==> config.mk <==
export PLATFORM = sky130hd
export DESIGN_NAME = stopwatch_lap_ctrl
export DESIGN_NICKNAME = d
export VERILOG_FILES = /design/src/rtl/stopwatch_lap_ctrl.sv
export SDC_FILE = /design/constraint.sdc
export NUM_CORES = 1
export LEC_CHECK = 0
export CAP_MARGIN = 10
export CELL_PAD_IN_SITES_DETAIL_PLACEMENT = 1
export CELL_PAD_IN_SITES_GLOBAL_PLACEMENT = 1
export CORE_UTILIZATION = 40
export CTS_CLUSTER_SIZE = 10
export DETAILED_ROUTE_END_ITERATION = 10
export HOLD_SLACK_MARGIN = 0.15
export PLACE_DENSITY = 0.69
export SLEW_MARGIN = 20
export SYNTH_ARGS = -nofsm -noshare
export SYNTH_HDL_FRONTEND = slang
export SYNTH_SLANG_ARGS = --single-unit
==> constraint.sdc <==
create_clock -name clk -period 5.51 [get_ports clk]
set_input_delay 1.3775 -clock clk [delete_from_list [all_inputs] [get_ports clk]]
set_output_delay 1.3775 -clock clk [all_outputs]
set_load 0.02 [all_outputs]
==> src/rtl/stopwatch_lap_ctrl.sv <==
// stopwatch_lap_ctrl: MM:SS.cc stopwatch core with debounced start/stop and
// lap/clear buttons, a small lap memory browsed in recall mode, six active-low
// 7-segment digit buses and an RGB status LED.
module stopwatch_lap_ctrl #(
   parameter int CLK_HZ          = 50_000_000,
   parameter int TICK_HZ         = 100,
   parameter int LAP_DEPTH       = 10,
   parameter int DEBOUNCE_CYCLES = 500_000
) (
   input  logic                           clk,
   input  logic                           rst_n,
   input  logic                           btn_start_n,
   input  logic                           btn_lap_n,
   input  logic                           mode_recall,
   output logic [7:0]                     seg_cs,
   output logic [7:0]                     seg_ds,
   output logic [7:0]                     seg_s,
   output logic [7:0]                     seg_ss,
   output logic [7:0]                     seg_m,
   output logic [7:0]                     seg_mm,
   output logic                           led_r,
   output logic                           led_g,
   output logic                           led_b,
   output logic                           led_sec,
   output logic [$clog2(LAP_DEPTH+1)-1:0] lap_count,
   output logic                           lap_full,
   output logic                           overflow
);

   localparam int DIV = CLK_HZ / TICK_HZ;
   localparam int TW  = $clog2(DIV);
   localparam int CW  = $clog2(LAP_DEPTH + 1);
   localparam int IW  = (LAP_DEPTH > 1) ? $clog2(LAP_DEPTH) : 1;
   localparam int DBW = (DEBOUNCE_CYCLES > 1) ? $clog2(DEBOUNCE_CYCLES) : 1;
   localparam logic [DBW-1:0] DB_LAST = DBW'(DEBOUNCE_CYCLES - 1);

   localparam logic [1:0] ST_PAUSED = 2'd0;
   localparam logic [1:0] ST_RUN    = 2'd1;
   localparam logic [1:0] ST_RECALL = 2'd2;

   logic [2:0]    sync1_reg, sync2_reg;
   logic [1:0]    btn_press;
   logic          start_p, lap_p, recall_req;
   logic [1:0]    state_reg;
   logic [TW-1:0] tick_reg;
   logic [6:0]    csec_reg, min_reg;
   logic [5:0]    sec_reg;
   logic          overflow_reg, led_sec_reg;
   logic [CW-1:0] lap_count_reg;
   logic [IW-1:0] rd_idx_reg;
   logic          full_w, lap_we, tick_wrap;
   logic [19:0]   lap_mem [LAP_DEPTH];
   logic [19:0]   lap_rd_reg;
   logic [6:0]    disp_csec, disp_min;
   logic [5:0]    disp_sec;

   // Two-flop synchronisers; buttons start out "pressed" so a button held
   // through reset never produces a press until it has been released.
   always_ff @(posedge clk or negedge rst_n) begin
      if (!rst_n) begin
         sync1_reg <= '0;
         sync2_reg <= '0;
      end else begin
         sync1_reg <= {mode_recall, btn_lap_n, btn_start_n};
         sync2_reg <= sync1_reg;
      end
   end

   genvar gi;
   generate
      for (gi = 0; gi < 2; gi++) begin : g_db
         logic [DBW-1:0] cnt_reg;
         logic           level_reg, press_reg;
         // Accept a new level after DEBOUNCE_CYCLES identical samples; pulse on press.
         always_ff @(posedge clk or negedge rst_n) begin
            if (!rst_n) begin
               cnt_reg   <= '0;
               level_reg <= 1'b0;
               press_reg <= 1'b0;
            end else begin
               press_reg <= 1'b0;
               if (sync2_reg[gi] == level_reg) begin
                  cnt_reg <= '0;
               end else if (cnt_reg == DB_LAST) begin
                  cnt_reg   <= '0;
                  level_reg <= sync2_reg[gi];
                  press_reg <= ~sync2_reg[gi];
               end else begin
                  cnt_reg <= cnt_reg + DBW'(1);
               end
            end
         end
         assign btn_press[gi] = press_reg;
      end
   endgenerate

   assign start_p    = btn_press[0];
   assign lap_p      = btn_press[1];
   assign recall_req = sync2_reg[2];
   assign full_w     = (lap_count_reg == CW'(LAP_DEPTH));
   assign lap_we     = (state_reg == ST_RUN) && lap_p && !full_w;
   assign tick_wrap  = (state_reg == ST_RUN) && (tick_reg == TW'(DIV - 1));

   // Timebase, time fields, lap bookkeeping and the PAUSED/RUN/RECALL state machine.
   always_ff @(posedge clk or negedge rst_n) begin
      if (!rst_n) begin
         state_reg     <= ST_PAUSED;
         tick_reg      <= '0;
         csec_reg      <= '0;
         sec_reg       <= '0;
         min_reg       <= '0;
         overflow_reg  <= 1'b0;
         led_sec_reg   <= 1'b0;
         lap_count_reg <= '0;
         rd_idx_reg    <= '0;
      end else begin
         if (state_reg == ST_RUN) begin
            if (tick_wrap) begin
               tick_reg <= '0;
               if (csec_reg == 7'd49 || csec_reg == 7'd99)
                  led_sec_reg <= ~led_sec_reg;
               if (csec_reg == 7'd99) begin
                  csec_reg <= '0;
                  if (sec_reg == 6'd59) begin
                     sec_reg <= '0;
                     if (min_reg == 7'd99) begin
                        min_reg      <= '0;
                        overflow_reg <= 1'b1;
                     end else begin
                        min_reg <= min_reg + 7'd1;
                     end
                  end else begin
                     sec_reg <= sec_reg + 6'd1;
                  end
               end else begin
                  csec_reg <= csec_reg + 7'd1;
               end
            end else begin
               tick_reg <= tick_reg + TW'(1);
            end
         end
         case (state_reg)
            ST_PAUSED: begin
               if (start_p) begin
                  state_reg  <= ST_RUN;
                  rd_idx_reg <= '0;
               end else if (lap_p) begin
                  tick_reg      <= '0;
                  csec_reg      <= '0;
                  sec_reg       <= '0;
                  min_reg       <= '0;
                  overflow_reg  <= 1'b0;
                  led_sec_reg   <= 1'b0;
                  lap_count_reg <= '0;
                  rd_idx_reg    <= '0;
               end else if (recall_req) begin
                  state_reg <= ST_RECALL;
               end
            end
            ST_RUN: begin
               if (lap_we)
                  lap_count_reg <= lap_count_reg + CW'(1);
               if (start_p)
                  state_reg <= ST_PAUSED;
            end
            ST_RECALL: begin
               if (lap_p && lap_count_reg != '0) begin
                  if (CW'(rd_idx_reg) + CW'(1) == lap_count_reg)
                     rd_idx_reg <= '0;
                  else
                     rd_idx_reg <= rd_idx_reg + IW'(1);
               end
               if (!recall_req)
                  state_reg <= ST_PAUSED;
            end
            default: state_reg <= ST_PAUSED;
         endcase
      end
   end

   // Lap memory: write the pre-edge time on an accepted lap, registered read of rd_idx.
   always_ff @(posedge clk) begin
      if (lap_we)
         lap_mem[lap_count_reg[IW-1:0]] <= {min_reg, sec_reg, csec_reg};
      lap_rd_reg <= lap_mem[rd_idx_reg];
   end

   // Recall shows the selected lap, every other state shows live time.
   always_comb begin
      disp_csec = csec_reg;
      disp_sec  = sec_reg;
      disp_min  = min_reg;
      if (state_reg == ST_RECALL) begin
         disp_min  = lap_rd_reg[19:13];
         disp_sec  = lap_rd_reg[12:7];
         disp_csec = lap_rd_reg[6:0];
      end
   end

   function automatic logic [7:0] glyph(input logic [3:0] d);
      case (d)
         4'd0: glyph = 8'hC0;
         4'd1: glyph = 8'hF9;
         4'd2: glyph = 8'hA4;
         4'd3: glyph = 8'hB0;
         4'd4: glyph = 8'h99;
         4'd5: glyph = 8'h92;
         4'd6: glyph = 8'h82;
         4'd7: glyph = 8'hF8;
         4'd8: glyph = 8'h80;
         4'd9: glyph = 8'h90;
         default: glyph = 8'hFF;
      endcase
   endfunction

   function automatic logic [3:0] tens(input logic [6:0] v);
      tens = 4'(v / 7'd10);
   endfunction

   function automatic logic [3:0] units(input logic [6:0] v);
      units = 4'(v % 7'd10);
   endfunction

   // Registered display and status LEDs; seconds and minutes units carry the lit dp.
   always_ff @(posedge clk or negedge rst_n) begin
      if (!rst_n) begin
         seg_cs <= 8'hC0;
         seg_ds <= 8'hC0;
         seg_s  <= 8'h40;
         seg_ss <= 8'hC0;
         seg_m  <= 8'h40;
         seg_mm <= 8'hC0;
         led_r  <= 1'b1;
         led_g  <= 1'b0;
         led_b  <= 1'b0;
      end else begin
         led_r <= (state_reg == ST_PAUSED);
         led_g <= (state_reg == ST_RUN);
         led_b <= (state_reg == ST_RECALL);
         if (state_reg == ST_RECALL && lap_count_reg == '0) begin
            seg_cs <= 8'hBF;
            seg_ds <= 8'hBF;
            seg_s  <= 8'hBF;
            seg_ss <= 8'hBF;
            seg_m  <= 8'hBF;
            seg_mm <= 8'hBF;
         end else begin
            seg_cs <= glyph(units(disp_csec));
            seg_ds <= glyph(tens(disp_csec));
            seg_s  <= glyph(units({1'b0, disp_sec})) & 8'h7F;
            seg_ss <= glyph(tens({1'b0, disp_sec}));
            seg_m  <= glyph(units(disp_min)) & 8'h7F;
            seg_mm <= glyph(tens(disp_min));
         end
      end
   end

   assign led_sec   = led_sec_reg;
   assign lap_count = lap_count_reg;
   assign lap_full  = full_w;
   assign overflow  = overflow_reg;

endmodule

After elaboration in Yosys (flattened, before gate mapping)

Memory sizes are Yosys's and may differ from the RTL's. A register that Yosys moved wholly into a read port is not among the register bits.
Index checks and enable logic that the tools add are counted.

Memories: 7
ROM bits: 672
Output and inout bits: 58
Bits in registers: 150
Bits in writable memories: 200
Word-level logic and storage cells: 164

Memory list:

| memory          | words | bits a word | rd ports | clocked after Yosys merged registers in | wr ports | RTL line | source |
|---|---|---|---|---|---|---|---|
| lap_mem         | 10    | 20          | 1        | 1                                       | 1        | 52       | `logic [19:0] lap_mem [LAP_DEPTH];` |
| (no name shown) | 16    | 7           | 1        | 0                                       | 0        | 201      | `case (d)` |
| (no name shown) | 16    | 7           | 1        | 0                                       | 0        | 201      |  |
| (no name shown) | 16    | 7           | 1        | 0                                       | 0        | 201      |  |
| (no name shown) | 16    | 7           | 1        | 0                                       | 0        | 201      |  |
| (no name shown) | 16    | 7           | 1        | 0                                       | 0        | 201      |  |
| +1 memories     | -     | -           | -        | -                                       | -        | -        |  |

$add $sub $neg: 8
Bitwise operators: 5
Reductions and logical operators: 17
Mux-type cells: 73
Eq/ne operators: 22
Divide/modulo/power cells: 6

Operators by type and width:

| cell                                                 | number |
|---|---|
| two-way mux 19 bit                                   | 9 |
| two-way mux 7 bit                                    | 16 |
| adder 19 x 1 -> 19 bit, second input constant        | 3 |
| == test 19 bit, second input constant                | 3 |
| two-way mux 6 bit                                    | 8 |
| two-way mux 8 bit                                    | 6 |
| two-way mux 4 bit                                    | 6 |
| two-way mux 1 bit                                    | 20 |
| case mux 4 bit (2 select lines)                      | 2 |
| adder 7 x 1 -> 7 bit, second input constant          | 2 |
| divider 7 x 4 -> 7 bit, second input constant        | 2 |
| == test 7 bit, second input constant                 | 2 |
| remainder unit 7 x 4 -> 7 bit, second input constant | 2 |
| inequality test 2 bit, second input constant         | 6 |
| two-way mux 2 bit                                    | 5 |
| inequality test 3 bit, second input constant         | 3 |
| adder 4 x 1 -> 4 bit, second input constant          | 2 |
| AND reduction 4 bit                                  | 2 |
| divider 6 x 4 -> 7 bit, second input constant        | 1 |
| == test 7 x 6 -> 1 bit, second input constant        | 1 |
| remainder unit 6 x 4 -> 7 bit, second input constant | 1 |
| adder 6 x 1 -> 6 bit, second input constant          | 1 |
| == test 6 bit, second input constant                 | 1 |
| case mux 2 bit (3 select lines)                      | 1 |
| 15 further kinds                                     | 26 |

Logic depth before layout (Yosys ltp)

Gate-level depths: netlist (run 1).

Depth in word-level cells: 9
Depth in mapped cells: 25
Mapped depth without buffers: 24

Least setup slack after synthesis (run 1)

OpenSTA, ideal clock, no wires.

Kind: reg-to-reg
From: reg state_reg[0]
To: reg seg_s[6]
Setup time: 0.086 ns
Required time: 5.424 ns
Cell stages (with the launch flop): 26
Period minus slack after synthesis: 5.259 ns
Path slack: 0.251 ns
Path buffers: 1
Arrival: 5.174 ns
Path through: dfrtp_1 -> nand2b_1 -> buf_4 -> inv_4 -> mux2_2 -> ha_1 -> a211oi_1 -> o21ai_0 -> o211ai_1 -> inv_1 -> ha_1 -> nand2_1 -> nand2_1 -> a311oi_2 -> xnor2_1 -> ha_1 -> inv_1 -> a211o_2 -> inv_2 -> xnor2_1 -> inv_1 -> ha_1 -> mux2_2 -> a21oi_1 -> a211oi_1 -> nor3b_1

Cells in the longest elaborated chain, start to end: 5
Elaborated cells on any way between the ends: 6

RTL lines:

| element                       | RTL line | source |
|---|---|---|
| start, declared               | 44       | `logic [1:0] state_reg;` |
| start signal, assigned        | 107      | `state_reg <= ST_PAUSED;` |
| start signal, assigned        | 145      | `state_reg <= ST_RUN;` |
| start signal, assigned        | 157      | `state_reg <= ST_RECALL;` |
| == test 2 bit (*)             | 193, 240 |  |
| two-way mux 6 bit             | 193      | `if (state_reg == ST_RECALL) begin` |
| remainder unit 6 x 4 -> 7 bit | 221      | `units = 4'(v % 7'd10);` |
| memory read (16 x 7 bit)      | -        |  |
| two-way mux 8 bit (*)         | 240      | `if (state_reg == ST_RECALL && lap_count_reg == '0) begin` |
| end signal, assigned          | 250      | `seg_s <= glyph(units({1'b0, disp_sec})) & 8'h7F;` |
| end, declared                 | 17       | `output logic [7:0] seg_s,` |

Mark *: on every way between the ends. The rest lies on a longest branch, timed or not.
A chain may end at the register's enable or synchronous reset.

Worst setup path after layout (run 1)

Same ends and word-level chain as after synthesis.

==> out/metrics.csv, run 1 <==
metric;value;unit
CTS H-tree depth;2;
Post-synth EDFFs;200;
register area;10000;sq um
min Tclk post-route;5270;ps
Setup CP Type;flip-flop to flip-flop;
CTS Hold Buffers Added;0;
post-place setup slack;-238;ps
HP Class;flip-flop to flip-flop;
CP Capture Type;flip-flop;
TritonCTS Sinks;365;
leading cell type in the layout, fill and taps excluded;edfxtp_1;
final hold viol count;0;
worst hold slack;349;ps
Root Driver;clkbuf_16;
die height;210;um
maximum vdd drop;0.212;mV
Detailed Route WL;40900;um
largest net degree at the start of global routing;104;
post-synthesis area per instance;12.5;sq um
part of the Yosys area used for sequential elements;58.2;%
number of global-route vias before repair;12100;
multi-input logic area;6840;sq um
placed insts;1965;
core footprint;42200;sq um
Slew Viols, Final;0;
status;finished, final reports clean;
Slew @ Worst Pin;863;ps
Post-synth ARST share;39.7;%
CP max-delay cell;a211o_2;
Post-Synth XOR/XNOR Area;4.21;%
max reg flops;200;
GRT Overall Usage;19.3;%
area delta synth->final;15.8;%
largest family of logic cells by synthesized area;simple AND/OR/NAND/NOR gates;
drt first pass iters;5;
Worst Clk Skew;23.6;ps
number of CTS-inserted buffers;43;
leakage dissipation;7.00;nW
Yosys warnings;0;
Synth cell types;99;
crit-path cells;nand2b_1 -> inv_4 -> mux2_2 -> ha_1 -> a211oi_2 -> o21ai_0 -> o211ai_1 -> inv_1 -> ha_1 -> nand2_1 -> nand2_1 -> a311oi_4 -> buf_4 -> mux2_2 -> a211o_2 -> inv_2 -> xnor2_2 -> inv_1 -> ha_1 -> mux2_2 -> a21oi_1 -> a211oi_1 -> nor3b_1;
f_max;190;MHz
global-route wire length before repair;66600;um
DRT antenna net count;0;
post-detail-place hpwl;26600;um
CP Buf/Inv Count;5;
Antenna Diode Count;0;
Tcrit/Tclk final;95.7;%
slack of the worst reg-to-reg path;240;ps
Via Count;11200;
Final Cell Area;20000;sq um
routed vias/inst;5.46;
most frequent cells in the layout;edfxtp_1, nor2_1, dfrtp_1, nand2_1, clkdlybuf4s50_1;
multiplexer share of the synthesized area;9.29;%
slowest stage delay, CP;420;ps
TritonCTS clock tree;done;
# DRC;0;
post-synthesis register bit count;365;
Core Util, Final;47.3;%
Die ar.;44000;sq um
post-synthesis compound-gate area fraction;8.52;%
initial detailed-routing violation count;432;
Non-Filler Instances;2050;
Clock Pin Slew Worst Setup and Hold Paths;50;ps
WP data arrival;5760;ps
Top delay family on crit path;compound AO/OA/AOI/OAI gates;
Max Buffers Root-to-Sink;3;
DR WL/cell;19.9;um
Layout fillers;4463;
pwr dens;310;nW/um^2
Core Rows;75;
ys flop type;edfxtp_1;
Post-Synth Adder-Cell Area;3.77;%
synthesized cell area;17200;sq um
Final nets;1533;
proportion of layout cells with a drive suffix above 1;13.8;%
Die X-Extent;210;um
CP Data Required Time;6000;ps
routed wl met2;20000;um
synthesized instance count;1383;
endpoints failing setup;0;
worst-skew pair later-pin latency;590;ps
grt total ovfl;0;
Post-Synth Simple-Gate Area;13.3;%
unrepaired setup endpoints after global routing;yes;
initial antenna violation count;0;
Worst slew margin;42.5;%
placed inst area;18600;sq um
I/O pins;63;
setup ws final;236;ps
DR WL met3;1370;um
GPL Wtd Cong;0.842;
Routed met1 length;18600;um
Starting Density;40.8;%
IO Port Bufs;58;
Worst Path Max Fanout;9;
Max-cap violations;0;
startpoint types;flip-flop;
Top Layer Used;met4;
[layer usage]
metal,track usage [%],up-vias
met5,0,-
met4,5.94,0
met3,2.83,56
met2,33.2,157
met1,25.3,5740
li1,-,5241
[worst reg2reg max path, delay by kind of cell (launching register included)]
family          cells  cell delay, ps
simple gates        4             550
flops               1             380
mux                 3            1020
buf+inv             5             670
fa+ha+maj           3             690
xor+xnor            1             190
compound gates      7            1690
[synth_stat cells, types with 4 or more instances]
cell,count,area share (%)
nor2b_1,28,1.0
and3_1,16,0.58
mux4_2,40,5.2
a21o_1,6,0.26
dfxtp_1,20,2.3
and3b_1,4,0.20
mux2_2,13,0.85
buf_4,6,0.26
nor2_1,148,3.2
or3_1,7,0.25
nor3b_1,4,0.17
o21ai_0,48,1.4
nor4b_1,5,0.25
nand2_1,93,2.0
nand4_1,16,0.58
and2_1,11,0.40
o31ai_1,5,0.22
nor3_1,22,0.64
xnor2_1,38,1.9
a211o_1,4,0.20
buf_1,11,0.24
or2_2,8,0.29
mux2i_1,54,3.1
xor2_1,45,2.3
edfxtp_1,200,35
buf_2,4,0.12
a211oi_1,31,1.3
ha_1,52,3.8
nor4_1,10,0.36
nand3_1,45,1.3
dfstp_2,7,1.1
or4_1,4,0.17
a21oi_1,52,1.5
clkbuf_1,37,0.81
nand2b_1,14,0.51
o211ai_1,8,0.35
inv_1,41,0.89
dfrtp_1,138,20
[what timing repair did]
item                                    in CTS  in global routing
gates resized for setup                      1                 11
endpoints found under the setup margin       5                 17
pin swaps                                    2                  1
buffers inserted                             4                  1
cloned                                       0                  0
[power by group]
group	switching, W	total, W	internal, W
Clock	0.00111	0.00261	0.00150
Sequential	0.0000214	0.00294	0.00292
Combinational	0.000368	0.000629	0.000261
Total	0.00150	0.00618	0.00468
[layout make-up]
class / count / share of cell area, %
clock buffers: 74 / 6.07
clock inverters: 6 / 0.351
inverters: 45 / 0.883
multi-input cells: 915 / 34.3
flip-flops and latches: 365 / 50.3
well taps: 539 / 3.38
repair buffers: 106 / 4.75
[kinds of logic after synthesis]
family                   count (synthesis)
multiplexers                           108
AO/OA/AOI/OAI                          209
AND/OR/NAND/NOR                        459
XOR/XNOR                                83
adder cells (fa/ha/maj)                 52
other                                    1
flip-flops                             365
buffers and inverters                  106
[stage by stage]
| step | power (W) | TNS, ps |
|---|---|---|
| 6_report | 0.00618 | 0 |
| 5_1_grt | 0.00642 | -116 |
| 4_1_cts | 0.00627 | 0 |
| 3_5_place_dp | 0.00361 | -648 |
| 3_3_place_gp | 0.00360 | 0 |
| 2_1_floorplan | 0.00339 | 0 |
[worst paths after layout]
| path | start | endpoint | depth (start not counted) |
|---|---|---|---|
| max | state_reg[0]$_DFFE_PN0P_ | seg_s[6]$_DFF_PN1_ | 23 |
| min | sync1_reg[2]$_DFF_PN0_ | sync2_reg[2]$_DFF_PN0_ | 0 |
| max reg2reg | state_reg[0]$_DFFE_PN0P_ | seg_s[6]$_DFF_PN1_ | 23 |
| min reg2reg | sync1_reg[2]$_DFF_PN0_ | sync2_reg[2]$_DFF_PN0_ | 0 |
| max in group asynchronous | rst_n | seg_mm[6]$_DFF_PN1_ | 2 |
| min in group asynchronous | rst_n | g_db[0].cnt_reg[9]$_DFF_PN0_ | 1 |
No activity file was read; power rests on OpenSTA's default activity.
==> run 2: changes to the inputs <==
--- a/config.mk
+++ b/config.mk
@@ -8,6 +8,7 @@
 export CAP_MARGIN = 10
 export CELL_PAD_IN_SITES_DETAIL_PLACEMENT = 1
 export CELL_PAD_IN_SITES_GLOBAL_PLACEMENT = 1
+export CORE_MARGIN = 3
 export CORE_UTILIZATION = 40
 export CTS_CLUSTER_SIZE = 10
 export DETAILED_ROUTE_END_ITERATION = 10
==> out/metrics.csv, run 2 (same netlist as run 1, synthesis figures left out) <==
metric;value;unit;change
status;finished, final reports clean;;
Detailed Route WL;41400;um;+1.3%
endpoints failing setup;0;;unchanged
Slew Viols, Final;0;;unchanged
final hold viol count;0;;unchanged
worst hold slack;354;ps;+5.01 ps
Top delay family on crit path;compound AO/OA/AOI/OAI gates;;
pwr dens;313;nW/um^2;+1.2%
post-detail-place hpwl;27000;um;+1.6%
CP Depth;19;;-17%
Layout fillers;4409;;-1.2%
proportion of layout cells with a drive suffix above 1;14.1;%;+0.25 points
R2R depth;19;;-17%
Tcrit/Tclk final;94.5;%;-1.2 points
Die ar.;45600;sq um;+3.9%
initial antenna violation count;1;;+1
die height;214;um;+1.9%
HP Class;flip-flop to flip-flop;;
WHS Path Cells;0;;unchanged
Slew @ Worst Pin;970;ps;+107 ps
Max-cap violations;0;;unchanged
IO Port Bufs;58;;unchanged
Antenna Diode Count;0;;unchanged
DR WL met3;1560;um;+14%
TritonCTS clock tree;done;;
routed wl met2;20000;um;-0.12%
drt first pass iters;5;;unchanged
f_max;192;MHz;+1.3%
# DRC;0;;unchanged
CP dominant cell by count;ha_1;;
CP Buf/Inv Count;4;;-1
DR WL/cell;20.2;um;+1.5%
number of global-route vias before repair;12100;;-0.15%
CTS Hold Buffers Added;0;;unchanged
GRT Overall Usage;18.7;%;-0.64 points
Core Rows;75;;unchanged
Max Buffers Root-to-Sink;3;;unchanged
global-route wire length before repair;67400;um;+1.2%
most frequent cells in the layout;edfxtp_1, nor2_1, dfrtp_1, nand2_1, clkdlybuf4s50_1;;
DRT antenna net count;0;;unchanged
register area;10000;sq um;unchanged
Starting Density;40.8;%;unchanged
Die X-Extent;214;um;+1.9%
Worst Path Max Fanout;10;;+1
slowest stage delay, CP;510;ps;+90 ps
CTS H-tree depth;2;;unchanged
core footprint;42200;sq um;unchanged
worst-skew pair later-pin latency;570;ps;-20 ps
crit-path cells;buf_4 -> or4bb_1 -> o21ai_1 -> a21oi_1 -> ha_1 -> o32a_1 -> a2111o_1 -> mux2_4 -> xnor2_1 -> buf_4 -> ha_1 -> or3_1 -> a31oi_1 -> a311o_4 -> clkinv_4 -> xnor2_2 -> inv_1 -> ha_1 -> a221o_1;;
Clock Pin Slew Worst Setup and Hold Paths;60;ps;about the same
GPL Wtd Cong;0.827;;-1.8%
area delta synth->final;16.2;%;
CP Data Required Time;5950;ps;-50 ps
initial detailed-routing violation count;519;;+20%
grt total ovfl;0;;unchanged
Core Util, Final;47.4;%;+0.16 points
leakage dissipation;7.03;nW;+0.30%
largest net degree at the start of global routing;68;;-35%
Final nets;1529;;-0.26%
Setup CP Type;flip-flop to flip-flop;;
I/O pins;63;;unchanged
startpoint types;flip-flop;;
WP data arrival;5650;ps;-110 ps
routed vias/inst;5.48;;+0.31%
CP Capture Type;flip-flop;;
Root Driver;clkbuf_16;;
CP max-delay cell;or4bb_1;;
Top Layer Used;met4;;
TritonCTS Sinks;365;;unchanged
Worst slew margin;34.5;%;-8.0 points
Via Count;11200;;+0.063%
max reg flops;200;;unchanged
min Tclk post-route;5210;ps;-66.3 ps
leading cell type in the layout, fill and taps excluded;edfxtp_1;;
Routed met1 length;19000;um;+2.2%
Worst Clk Skew;22.4;ps;-1.14 ps
maximum vdd drop;0.206;mV;-3.1%
multi-input logic area;6880;sq um;+0.55%
number of CTS-inserted buffers;44;;+2.3%
run 2: repair_timing:
action	in CTS	in global routing
endpoints found under the setup margin	6	23
gates cloned	0	0
setup buffers	1	4
pin swaps	1	3
resized for setup	2	21
hold endpoints to repair	0	0
run 2: where the power goes:
group | internal, W | total (W) | switching, W
clock | 0.00161 | 0.00270 | 0.00109
combinational | 0.000265 | 0.000635 | 0.000370
sequential | 0.00292 | 0.00294 | 0.0000218
total | 0.00479 | 0.00628 | 0.00148
run 2: per-layer routing:
metal / track usage, % / vias to the layer above
met5: 0 / -
met4: 4.97 / 0
met3: 3.26 / 53
met2: 31.2 / 170
met1: 25.6 / 5750
li1: - / 5228
run 2: worst paths after layout:
path                                                end  slack, ps                      from
max reg2reg                          seg_m[0]$_DFF_PN0_        300  state_reg[0]$_DFFE_PN0P_
min reg2reg                      sync2_reg[2]$_DFF_PN0_        350    sync1_reg[2]$_DFF_PN0_
max                                  seg_m[0]$_DFF_PN0_        300  state_reg[0]$_DFFE_PN0P_
min                              sync2_reg[2]$_DFF_PN0_        350    sync1_reg[2]$_DFF_PN0_
max in group asynchronous           seg_ds[6]$_DFF_PN1_       3640                     rst_n
min in group asynchronous  g_db[0].cnt_reg[9]$_DFF_PN0_        820                     rst_n
run 2: cell type report:
class	count	share of cell area, %
clock buffer	76	6.56
clock inverter	4	0.156
inverter	45	0.893
multi-input combinational	915	34.3
sequential	365	50.1
tap	539	3.37
timing repair buffer	101	4.55
run 2: through the flow:
stage | power, W | setup TNS, ps | instance area, sq um | setup WS [ps] | cells
2_1_floorplan | 0.00339 | 0 | 17300 | 251 | 1386
3_3_place_gp | 0.00360 | -7.47 | 18500 | -7.47 | 1960
3_5_place_dp | 0.00361 | -748 | 18500 | -244 | 1960
4_1_cts | 0.00636 | 0 | 19900 | 5.58 | 2041
5_1_grt | 0.00656 | -5.62 | 20000 | -5.62 | 2045
6_report | 0.00628 | 0 | 20000 | 302 | 2045
